$ cat src/rtl/adc_pkg.sv
// Shared types, default frame geometry and sign-extension helper for the ADC frame capture.
package adc_pkg;

  typedef enum logic [1:0] {
    IDLE,
    SHIFT,
    DONE
  } state_e;

  localparam int unsigned DEF_FRAME_BITS = 34;
  localparam int unsigned DEF_N_CH       = 2;
  localparam int unsigned DEF_CH_BITS    = 14;
  localparam int unsigned DEF_LEAD_BITS  = 2;
  localparam int unsigned DEF_GAP_BITS   = 2;
  localparam int unsigned DEF_OUT_BITS   = 16;
  localparam int unsigned DEF_DROP_W     = 16;

  // Widest field/output the helper can handle.
  localparam int unsigned SEXT_MAX = 64;

  // Sign-extend the low ch_bits of field up to out_bits; bits at and above out_bits are zero.
  function automatic logic [SEXT_MAX-1:0] sext(input logic [SEXT_MAX-1:0] field,
                                               input int unsigned        ch_bits,
                                               input int unsigned        out_bits);
    logic [SEXT_MAX-1:0] ext_mask;
    logic [SEXT_MAX-1:0] keep_mask;
    logic [SEXT_MAX-1:0] base;
    ext_mask  = ~((SEXT_MAX'(1) << ch_bits) - SEXT_MAX'(1));
    keep_mask = (out_bits >= SEXT_MAX) ? '1 : ((SEXT_MAX'(1) << out_bits) - SEXT_MAX'(1));
    base      = field & ~ext_mask;
    if ((field & (SEXT_MAX'(1) << (ch_bits - 1))) != '0) begin
      return (base | ext_mask) & keep_mask;
    end
    return base & keep_mask;
  endfunction

endpackage

$ cat src/rtl/adc_frame_capture_if.sv
// ADC serial input and FIFO write-port signals of the frame capture block.
interface adc_frame_capture_if import adc_pkg::*; #(
  parameter int unsigned DIN_W = DEF_N_CH * DEF_OUT_BITS
) ();

  logic             conv;
  logic             sdo;
  logic             full;
  logic [DIN_W-1:0] din;
  logic             wr_en;

  modport master (
    input  conv,
    input  sdo,
    input  full,
    output din,
    output wr_en
  );

  modport slave (
    output conv,
    output sdo,
    output full,
    input  din,
    input  wr_en
  );

endinterface

$ cat src/rtl/adc_chan_unpack.sv
// Combinational unpack of a completed serial frame into packed, sign-extended channel samples.
module adc_chan_unpack import adc_pkg::*; #(
  parameter int unsigned FRAME_BITS = DEF_FRAME_BITS,
  parameter int unsigned N_CH       = DEF_N_CH,
  parameter int unsigned CH_BITS    = DEF_CH_BITS,
  parameter int unsigned LEAD_BITS  = DEF_LEAD_BITS,
  parameter int unsigned GAP_BITS   = DEF_GAP_BITS,
  parameter int unsigned OUT_BITS   = DEF_OUT_BITS
) (
  input  logic [FRAME_BITS-1:0]    frame,
  output logic [N_CH*OUT_BITS-1:0] din_c
);

  // Lead, gap and trailing bits carry no sample data.
  logic frame_unused;
  assign frame_unused = ^frame;

  // Frame bit 0 is the first bit shifted in, so it sits at the register MSB.
  for (genvar k = 0; k < N_CH; k++) begin : g_ch
    localparam int unsigned POS = LEAD_BITS + 32'(k) * (CH_BITS + GAP_BITS);
    localparam int unsigned LSB = FRAME_BITS - POS - CH_BITS;

    logic [SEXT_MAX-1:0] ext;
    logic                ext_unused;

    assign ext        = sext(SEXT_MAX'(frame[LSB +: CH_BITS]), CH_BITS, OUT_BITS);
    assign din_c[k*OUT_BITS +: OUT_BITS] = ext[OUT_BITS-1:0];
    assign ext_unused = ^ext;
  end

endmodule

$ cat src/rtl/adc_frame_capture.sv
// Serial ADC frame capture: deserialise, decimate and write packed samples to the FIFO.
module adc_frame_capture import adc_pkg::*; #(
  parameter int unsigned FRAME_BITS = DEF_FRAME_BITS,
  parameter int unsigned N_CH       = DEF_N_CH,
  parameter int unsigned CH_BITS    = DEF_CH_BITS,
  parameter int unsigned LEAD_BITS  = DEF_LEAD_BITS,
  parameter int unsigned GAP_BITS   = DEF_GAP_BITS,
  parameter int unsigned OUT_BITS   = DEF_OUT_BITS,
  parameter int unsigned DROP_W     = DEF_DROP_W
) (
  input  logic                clk,
  input  logic                rst,
  input  logic                enable,
  input  logic [7:0]          decim,
  input  logic                clr_stat,
  adc_frame_capture_if.master bus,
  output logic [DROP_W-1:0]   drop_cnt,
  output logic                frame_err
);

  localparam int unsigned DIN_W = N_CH * OUT_BITS;
  localparam int unsigned CNT_W = (FRAME_BITS > 1) ? $clog2(FRAME_BITS) : 1;
  localparam logic [CNT_W-1:0] LAST_BIT = CNT_W'(FRAME_BITS - 1);

  // Reject frame layouts that do not fit or cannot be represented.
  if (LEAD_BITS + N_CH * CH_BITS + (N_CH - 1) * GAP_BITS > FRAME_BITS) begin : g_bad_layout
    $error("adc_frame_capture: channel fields exceed FRAME_BITS");
  end
  if (OUT_BITS < CH_BITS || OUT_BITS > SEXT_MAX) begin : g_bad_out
    $error("adc_frame_capture: OUT_BITS out of range");
  end

  state_e                  state_q, state_d;
  logic [CNT_W-1:0]        bit_cnt_q, bit_cnt_d;
  logic [FRAME_BITS-1:0]   sreg_q, sreg_d;
  logic [7:0]              decim_cnt_q, decim_cnt_d;
  logic [DIN_W-1:0]        din_d;
  logic [DIN_W-1:0]        unpacked_c;
  logic                    wr_en_d;
  logic [DROP_W-1:0]       drop_d;
  logic                    err_d;

  adc_chan_unpack #(
    .FRAME_BITS (FRAME_BITS),
    .N_CH       (N_CH),
    .CH_BITS    (CH_BITS),
    .LEAD_BITS  (LEAD_BITS),
    .GAP_BITS   (GAP_BITS),
    .OUT_BITS   (OUT_BITS)
  ) u_unpack (
    .frame (sreg_q),
    .din_c (unpacked_c)
  );

  // Next-state, datapath and statistics update.
  always_comb begin
    state_d     = state_q;
    bit_cnt_d   = bit_cnt_q;
    sreg_d      = sreg_q;
    decim_cnt_d = decim_cnt_q;
    din_d       = bus.din;
    wr_en_d     = 1'b0;
    drop_d      = drop_cnt;
    err_d       = frame_err;

    case (state_q)
      IDLE: begin
        if (bus.conv && enable) begin
          state_d   = SHIFT;
          bit_cnt_d = '0;
        end
      end
      SHIFT: begin
        if (bus.conv) begin
          // Restart on a premature strobe; the partial frame is overwritten.
          err_d     = 1'b1;
          bit_cnt_d = '0;
        end else begin
          sreg_d = {sreg_q[FRAME_BITS-2:0], bus.sdo};
          if (bit_cnt_q == LAST_BIT) begin
            state_d   = DONE;
            bit_cnt_d = '0;
          end else begin
            bit_cnt_d = bit_cnt_q + CNT_W'(1);
          end
        end
      end
      DONE: begin
        // >= lets a lowered decim take effect on the very next frame.
        if (decim_cnt_q >= decim) begin
          decim_cnt_d = '0;
          if (!bus.full) begin
            din_d   = unpacked_c;
            wr_en_d = 1'b1;
          end else if (drop_cnt != '1) begin
            drop_d = drop_cnt + DROP_W'(1);
          end
        end else begin
          decim_cnt_d = decim_cnt_q + 8'd1;
        end
        if (bus.conv && enable) begin
          state_d   = SHIFT;
          bit_cnt_d = '0;
        end else begin
          state_d = IDLE;
        end
      end
      default: state_d = IDLE;
    endcase

    if (clr_stat) begin
      drop_d = '0;
      err_d  = 1'b0;
    end
  end

  // State and registered outputs.
  always_ff @(posedge clk or negedge rst) begin
    if (!rst) begin
      state_q     <= IDLE;
      bit_cnt_q   <= '0;
      sreg_q      <= '0;
      decim_cnt_q <= '0;
      bus.din     <= '0;
      bus.wr_en   <= 1'b0;
      drop_cnt    <= '0;
      frame_err   <= 1'b0;
    end else begin
      state_q     <= state_d;
      bit_cnt_q   <= bit_cnt_d;
      sreg_q      <= sreg_d;
      decim_cnt_q <= decim_cnt_d;
      bus.din     <= din_d;
      bus.wr_en   <= wr_en_d;
      drop_cnt    <= drop_d;
      frame_err   <= err_d;
    end
  end

endmodule

$ cat src/flat_wrapper.sv
// flat-port wrapper written by rule: the top's interface ports become plain ports
module adc_frame_capture_flat import adc_pkg::*;
#(
  parameter int unsigned FRAME_BITS = DEF_FRAME_BITS,
  parameter int unsigned N_CH       = DEF_N_CH,
  parameter int unsigned CH_BITS    = DEF_CH_BITS,
  parameter int unsigned LEAD_BITS  = DEF_LEAD_BITS,
  parameter int unsigned GAP_BITS   = DEF_GAP_BITS,
  parameter int unsigned OUT_BITS   = DEF_OUT_BITS,
  parameter int unsigned DROP_W     = DEF_DROP_W
)
  (clk, rst, enable, decim, clr_stat, drop_cnt, frame_err, bus_conv, bus_sdo, bus_full, bus_din, bus_wr_en);
  adc_frame_capture_if #(.DIN_W(32)) bus_i ();
  input  logic clk;
  input  logic rst;
  input  logic enable;
  input  logic [7:0] decim;
  input  logic clr_stat;
  output logic [DROP_W-1:0] drop_cnt;
  output logic frame_err;
  input wire logic [$bits(bus_i.conv)-1:0] bus_conv;
  input wire logic [$bits(bus_i.sdo)-1:0] bus_sdo;
  input wire logic [$bits(bus_i.full)-1:0] bus_full;
  output wire logic [$bits(bus_i.din)-1:0] bus_din;
  output wire logic [$bits(bus_i.wr_en)-1:0] bus_wr_en;
  assign bus_i.conv = bus_conv;
  assign bus_i.sdo = bus_sdo;
  assign bus_i.full = bus_full;
  assign bus_din = bus_i.din;
  assign bus_wr_en = bus_i.wr_en;
  adc_frame_capture #(.FRAME_BITS(FRAME_BITS), .N_CH(N_CH), .CH_BITS(CH_BITS), .LEAD_BITS(LEAD_BITS), .GAP_BITS(GAP_BITS), .OUT_BITS(OUT_BITS), .DROP_W(DROP_W)) u_core (.clk(clk), .rst(rst), .enable(enable), .decim(decim), .clr_stat(clr_stat), .bus(bus_i), .drop_cnt(drop_cnt), .frame_err(frame_err));
endmodule
$ cat config.mk
export PLATFORM = sky130hd
export DESIGN_NAME = adc_frame_capture_flat
export DESIGN_NICKNAME = d
export VERILOG_FILES = /design/src/rtl/adc_pkg.sv /design/src/rtl/adc_frame_capture_if.sv /design/src/rtl/adc_chan_unpack.sv /design/src/rtl/adc_frame_capture.sv /design/src/flat_wrapper.sv
export SDC_FILE = /design/constraint.sdc
export NUM_CORES = 1
export LEC_CHECK = 0
export CORE_ASPECT_RATIO = 1.75
export CORE_MARGIN = 2
export CORE_UTILIZATION = 45
export CTS_CLUSTER_SIZE = 25
export DETAILED_ROUTE_END_ITERATION = 6
export PLACE_DENSITY = 0.7
export SYNTH_ARGS = -nofsm -noshare
export SYNTH_HDL_FRONTEND = slang
export SYNTH_SLANG_ARGS = --single-unit
$ cat constraint.sdc
create_clock -name clk -period 2.4 [get_ports clk]
set_input_delay 0.48 -clock clk [delete_from_list [all_inputs] [get_ports clk]]
set_output_delay 0.48 -clock clk [all_outputs]
set_load 0.01 [all_outputs]
==> results of run 1 <==
[area by class of cell]
class	count	area share, %
sequential	94	42.03
multi-input combinational	238	34.25
timing repair buffer	85	14.73
clock buffer	10	4.091
tap	122	2.727
clock inverter	6	1.297
inverter	13	0.8719
[critical path, stage by stage]
cell	delay, ps
clkdlybuf4s50_1	460
inv_1	40
ha_1	270
o21ai_0	110
a21oi_2	230
a21oi_4	90
buf_4	150
buf_6	140
or4_1	490
a21oi_2	140
[cell families after synthesis]
| family | synth area share (%) |
|---|---|
| compound gates | 8.310 |
| xor+xnor | 0.3985 |
| fa+ha+maj | 3.415 |
| buf+inv | 4.098 |
| flops | 53.50 |
| mux | 17.39 |
| simple gates | 12.89 |
[flip-flops by register name, summed over array words and instances (netlist names)]
register and count:
u_core.state_q 2, u_core.decim_cnt_q 8, u_core.bit_cnt_q 6, u_core.sreg_q 32
u_core.bus.wr_en 1, u_core.bus.din 28, u_core.drop_cnt 16, u_core.frame_err 1
[power groups by stage]
stage	sequential (mW)	clock, mW	combinational [mW]
detailed placement	1.98	0	0.475
CTS	1.95	1.45	0.481
global placement	1.97	0	0.452
finish	1.95	1.42	0.477
floorplan	1.92	0	0.333
global route	1.98	1.52	0.527
[per-layer routing]
| layer | global-route usage (%) | vias up |
|---|---|---|
| met5 | 0 | - |
| met3 | 3.944 | 14 |
| met2 | 32.00 | 93 |
| met1 | 20.97 | 1615 |
| met4 | 8.285 | 0 |
| li1 | - | 1494 |
[path summary, 6_finish.rpt]
kind                                        from                   to  slack (ps)
hold reg to reg                 u_core.sreg_q[1]     u_core.sreg_q[1]         510
hold / removal                               rst    u_core.sreg_q[14]         130
min in group clk                u_core.sreg_q[1]     u_core.sreg_q[1]         510
max in group asynchronous                    rst     u_core.sreg_q[6]        1510
setup reg to reg           u_core.decim_cnt_q[0]    u_core.bus.din[5]         160
setup / recovery                        decim[2]  u_core.drop_cnt[13]          60
[repair_timing]
| item | in CTS | in global routing |
|---|---|---|
| resized for setup | 2 | 8 |
| hold buffers | 0 | 0 |
| setup endpoints to repair | 11 | 14 |
| pin swaps | 0 | 9 |
| gates cloned | 0 | 0 |
| buffers inserted | 0 | 0 |
[per-stage QoR]
step / area (um^2) / std cells / util (%) / setup TNS [ps]
after global placement: 5249 / 552 / 55.44 / -13380
after floorplan: 4397 / 367 / - / 0
after detailed placement: 5249 / 552 / 55.44 / -15050
after CTS: 5558 / 568 / 58.70 / 0
after global routing: 5597 / 568 / 59.11 / 0
final: 5597 / 568 / 59.11 / 0
[layout by cell type, fill, tap and decap left out, drive strengths merged, types with 6 or more instances in the layout]
master,n
a21oi,18
buf,22
clkbuf,10
clkdlybuf4s50,63
dfrtp,94
ha,12
inv,13
mux2,64
nand2,15
nand3,17
nand4,11
nor2,12
nor2b,6
o21ai,18
o31ai,13
or4,12
==> results.txt, run 1 <==
worst-margin pin slew: 564.7 ps
FF+latch count, synth: 94
number of global-route vias before repair: 3321
Tcrit/Tclk final: 97.35%
final worst setup slack: 63.59 ps
r2r worst-path depth: 8
Mapped Avg Cell Area: 11.98 um^2
Arr. time, crit path: 2610 ps
Die Y: 134.8 um
Sw Share: 25.12%
top_reg_cell synth: dfrtp_1
DPL Wire Length: 6353 um
clock sinks: 94
Startpoint Class: input pin
Initial Util: 46.44%
hold crit path type: in2async
Synth Net Count: 394
pwr dens: 687.9 mW/mm^2
Pint: 2.883 mW
met3 wire len: 406 um
clock slew at reported path FFs: 70 ps
IO Count: 65
initial antenna violation count: 0
Total Power: 3.850 mW
largest net degree at the start of global routing: 43
Antenna Diode Count: 0
top cells by area, synth: dfrtp_1 (54%), mux2_2 (14%), ha_1 (3.4%), mux2_4 (3.1%), o31ai_1 (2.2%)
IO Port Bufs: 64
net switching power: 0.9673 mW
Gate power share: 12.4%
via count: 3216
clk_lat worst skew: 340 ps
clock skew: 4.926 ps
final net count: 468
Total GRT Usage: 18.22%
crit end category: register
clock network power share: 36.9%
synthesized cell area: 0.004397 mm^2
detail-routed via count per cell: 5.662
Post-synth EDFFs: 0
sequential area share after synthesis: 53.50%
WP data required: 2670 ps
CTS tree: yes
core area: 0.009468 mm^2
top layer in use: met4
met2 WL: 4897 um
final setup violation count: 0
final hold violation count: 0
Die W: 78.72 um
Cell Rows: 47
drt first pass iters: 4
cell taking the most area after synthesis: dfrtp_1
Final ANT Viol Nets: 0
Max FO, Critical Path: 14
post-layout min period: 2336 ps
WHS: 126.4 ps
area of the multi-input gates: 0.001917 mm^2
register area: 0.002352 mm^2
full die area: 0.01061 mm^2
leakage: 2.438 nW
GPL Wtd Cong: 0.8301
Reg power frac: 50.6%
fillers: 776
share of layout cells above drive strength 1: 25.78%
DRC viols: 0
CTS Buf Count: 9
fmax: 0.4280 GHz
Layout area overhead: 27.29%
global-route wire length before repair: 15280 um
synth cell count leaders: dfrtp_1 (94), mux2_2 (55), a21oi_1 (17), nand3_1 (17), o21ai_0 (17)
worst slack, placed: -410.7 ps
max-cap violation count: 0
DR iter-0 viols: 267
Slew Limit Headroom: 62.24%
maximum vdd ir drop: 0.5913 mV
status: completed
H-tree depth: 3
GR Overflow Total: 0
CP Class: in2reg
synth unique cells: 41
Root Driver: clkbuf_16
Gate Count Post-Synth: 367
final wirelength: 9222 um
count leader, synth: dfrtp_1
YS warnings: 0
CTS max path bufs: 2
RSZ-0062 raised after global routing: no
Wirelength per Cell: 16.24 um
share of the synthesized area in the top cell type: 53.50%
met1 wire length: 3759 um
max-slew violations: 0
Post-synth ARST share: 100.0%
Power figures use the tool's default switching activity.
==> inputs of run 2 (changes only) <==
--- a/config.mk
+++ b/config.mk
@@ -5,12 +5,15 @@
 export SDC_FILE = /design/constraint.sdc
 export NUM_CORES = 1
 export LEC_CHECK = 0
+export CELL_PAD_IN_SITES_DETAIL_PLACEMENT = 1
+export CELL_PAD_IN_SITES_GLOBAL_PLACEMENT = 1
 export CORE_ASPECT_RATIO = 1.75
 export CORE_MARGIN = 2
-export CORE_UTILIZATION = 45
+export CORE_UTILIZATION = 43
 export CTS_CLUSTER_SIZE = 25
 export DETAILED_ROUTE_END_ITERATION = 6
-export PLACE_DENSITY = 0.7
+export PLACE_DENSITY = 0.81
 export SYNTH_ARGS = -nofsm -noshare
 export SYNTH_HDL_FRONTEND = slang
 export SYNTH_SLANG_ARGS = --single-unit
+export TNS_END_PERCENT = 20
==> results.txt, run 2 (synthesized netlist as in run 1, its figures left out) <==
status: completed
final setup violation count: 0 (unchanged)
GPL Wtd Cong: 0.8060 (-2.9%)
top layer in use: met4
reg2reg start: u_core.decim_cnt_q[2]
CTS Buf Count: 9 (unchanged)
maximum vdd ir drop: 0.5742 mV (-2.9%)
CTS tree: yes
final hold violation count: 0 (unchanged)
final wirelength: 11050 um (+20%)
Root Driver: clkbuf_16
initial antenna violation count: 0 (unchanged)
registers with the most flip-flops: u_core.sreg_q: 32 flops, u_core.bus.din: 28 flops, u_core.drop_cnt: 16 flops
Wirelength per Cell: 19.32 um (+19%)
full die area: 0.01108 mm^2 (+4.5%)
Total GRT Usage: 21.15% (+2.9 points)
via count: 3208 (-0.25%)
Slew Limit Headroom: 54.27% (-8.0 points)
IO Port Bufs: 64 (unchanged)
max-cap violation count: 0 (unchanged)
crit end category: register
sum of negative setup slack: 0 ps (unchanged)
number of global-route vias before repair: 3517 (+5.9%)
pwr dens: 693.2 mW/mm^2 (+0.77%)
hold crit path type: in2async
R2R Setup Slk: 210 ps (+50 ps)
DR iter-0 viols: 95 (-64%)
fmax: 0.4246 GHz (-0.81%)
detail-routed via count per cell: 5.608 (-0.95%)
Final ANT Viol Nets: 0 (unchanged)
clock sinks: 94 (unchanged)
fillers: 1010 (+30%)
share of layout cells above drive strength 1: 28.19% (+2.4 points)
most frequent cells in the layout: dfrtp_1 (94), clkdlybuf4s50_1 (62), mux2_2 (55), buf_4 (19)
commonest non-fill, non-tap cell in the layout: dfrtp_1
H-tree depth: 3 (unchanged)
Max FO, Critical Path: 11 (-3)
final net count: 470 (+0.43%)
largest net degree at the start of global routing: 57 (+33%)
final core utilization: 57.49% (-1.6 points)
r2r worst-path depth: 8 (unchanged)
CP Class: in2reg
met1 wire length: 4380 um (+17%)
clock slew at reported path FFs: 70 ps (about the same)
Startpoint Class: input pin
clk_lat worst skew: 340 ps (about the same)
post-layout min period: 2355 ps (+18.96 ps)
met3 wire len: 391 um (-3.7%)
met2 WL: 6103 um (+25%)
global-route wire length before repair: 17960 um (+18%)
Cell Rows: 48 (+2.1%)
number of flip-flops in the largest register: 32 (unchanged)
Initial Util: 44.37% (-2.1 points)
Arr. time, crit path: 2610 ps (about the same)
core area: 0.009910 mm^2 (+4.7%)
Hold Buf Count CTS: 0 (unchanged)
drt first pass iters: 4 (unchanged)
Tcrit/Tclk final: 98.14% (+0.79 points)
Layout area overhead: 29.57%
Antenna Diode Count: 0 (unchanged)
GR Overflow Total: 0 (unchanged)
worst-margin pin slew: 683.8 ps (+119.1 ps)
clock skew: 5.026 ps (+0.09937 ps)
Crit Reg-Reg Endpoint: u_core.drop_cnt[3]
DPL Wire Length: 7254 um (+14%)
IO Count: 65 (unchanged)
Die W: 80.44 um (+2.2%)
DRC viols: 0 (unchanged)
max-slew violations: 0 (unchanged)
Reg with most FFs: u_core.sreg_q
WP data required: 2650 ps (-20 ps)
Die Y: 137.8 um (+2.2%)
leakage: 2.494 nW (+2.3%)
CTS max path bufs: 2 (unchanged)
## run 2: changes by cell type in the layout (fill, tap and decap cells not counted), sizes merged
cell,delta
inv,+3
dlymetal6s2s,+1
clkinv,-4
clkdlybuf4s50,-1
buf,+2
## run 2: layout make-up
| cell class | count | area, um^2 | area share [%] |
|---|---|---|---|
| clock inverter | 5 | 66.31 | 1.164 |
| multi-input combinational | 238 | 1967 | 34.53 |
| clock buffer | 10 | 239.0 | 4.195 |
| inverter | 13 | 48.80 | 0.8566 |
| timing repair buffer | 87 | 867.1 | 15.22 |
| tap | 125 | 156.4 | 2.745 |
| sequential | 94 | 2352 | 41.29 |
## run 2: how the worst max path moves through the flow
stage,end,slack (ps),cells past startpoint,from
floorplan,u_core.bus.din[10],120,8,decim[0]
global placement,u_core.bus.din[4],-300,8,decim[0]
detailed placement,u_core.drop_cnt[3],-480,10,decim[5]
CTS,u_core.drop_cnt[3],5,10,decim[5]
global route,u_core.bus.din[11],-20,9,decim[6]
finish,u_core.drop_cnt[3],40,10,decim[5]
## run 2: metal layers
metal | global-route usage (%) | up-vias
met3 | 4.260 | 12
met1 | 24.24 | 1649
li1 | - | 1490
met5 | 0 | -
met2 | 38.89 | 57
met4 | 6.591 | 0
## run 2: what timing repair did
item,4_1_cts,5_1_grt
pin swaps,1,9
endpoints found under the setup margin,31,38
setup buffers,1,1
gates resized for setup,3,17
## run 2: power by group
group	internal, mW	switching (mW)
registers	1.80	0.171
logic	0.283	0.225
clock network	0.846	0.628
total	2.92	1.02
## run 2: per-stage QoR
stage	total power, mW	instance area (um^2)	hold WS, ps	setup slack [ps]	instances
final	3.949	5697	118.9	44.63	572
after global placement	2.432	5278	471.4	-298.1	555
after floorplan	2.256	4397	184.4	117.8	367
after detailed placement	2.488	5278	494.8	-479.8	555
after CTS	3.980	5610	138.3	5.256	571
after global routing	4.134	5697	150.4	-18.69	572
## run 2: critical path: stages
cell and delay [ps]:
clkdlybuf4s50_1 470, inv_1 70, ha_4 270, nand4_1 110, a21oi_2 210, a21oi_4 100, buf_6 140, buf_12 130
or4_4 480, a21oi_2 160
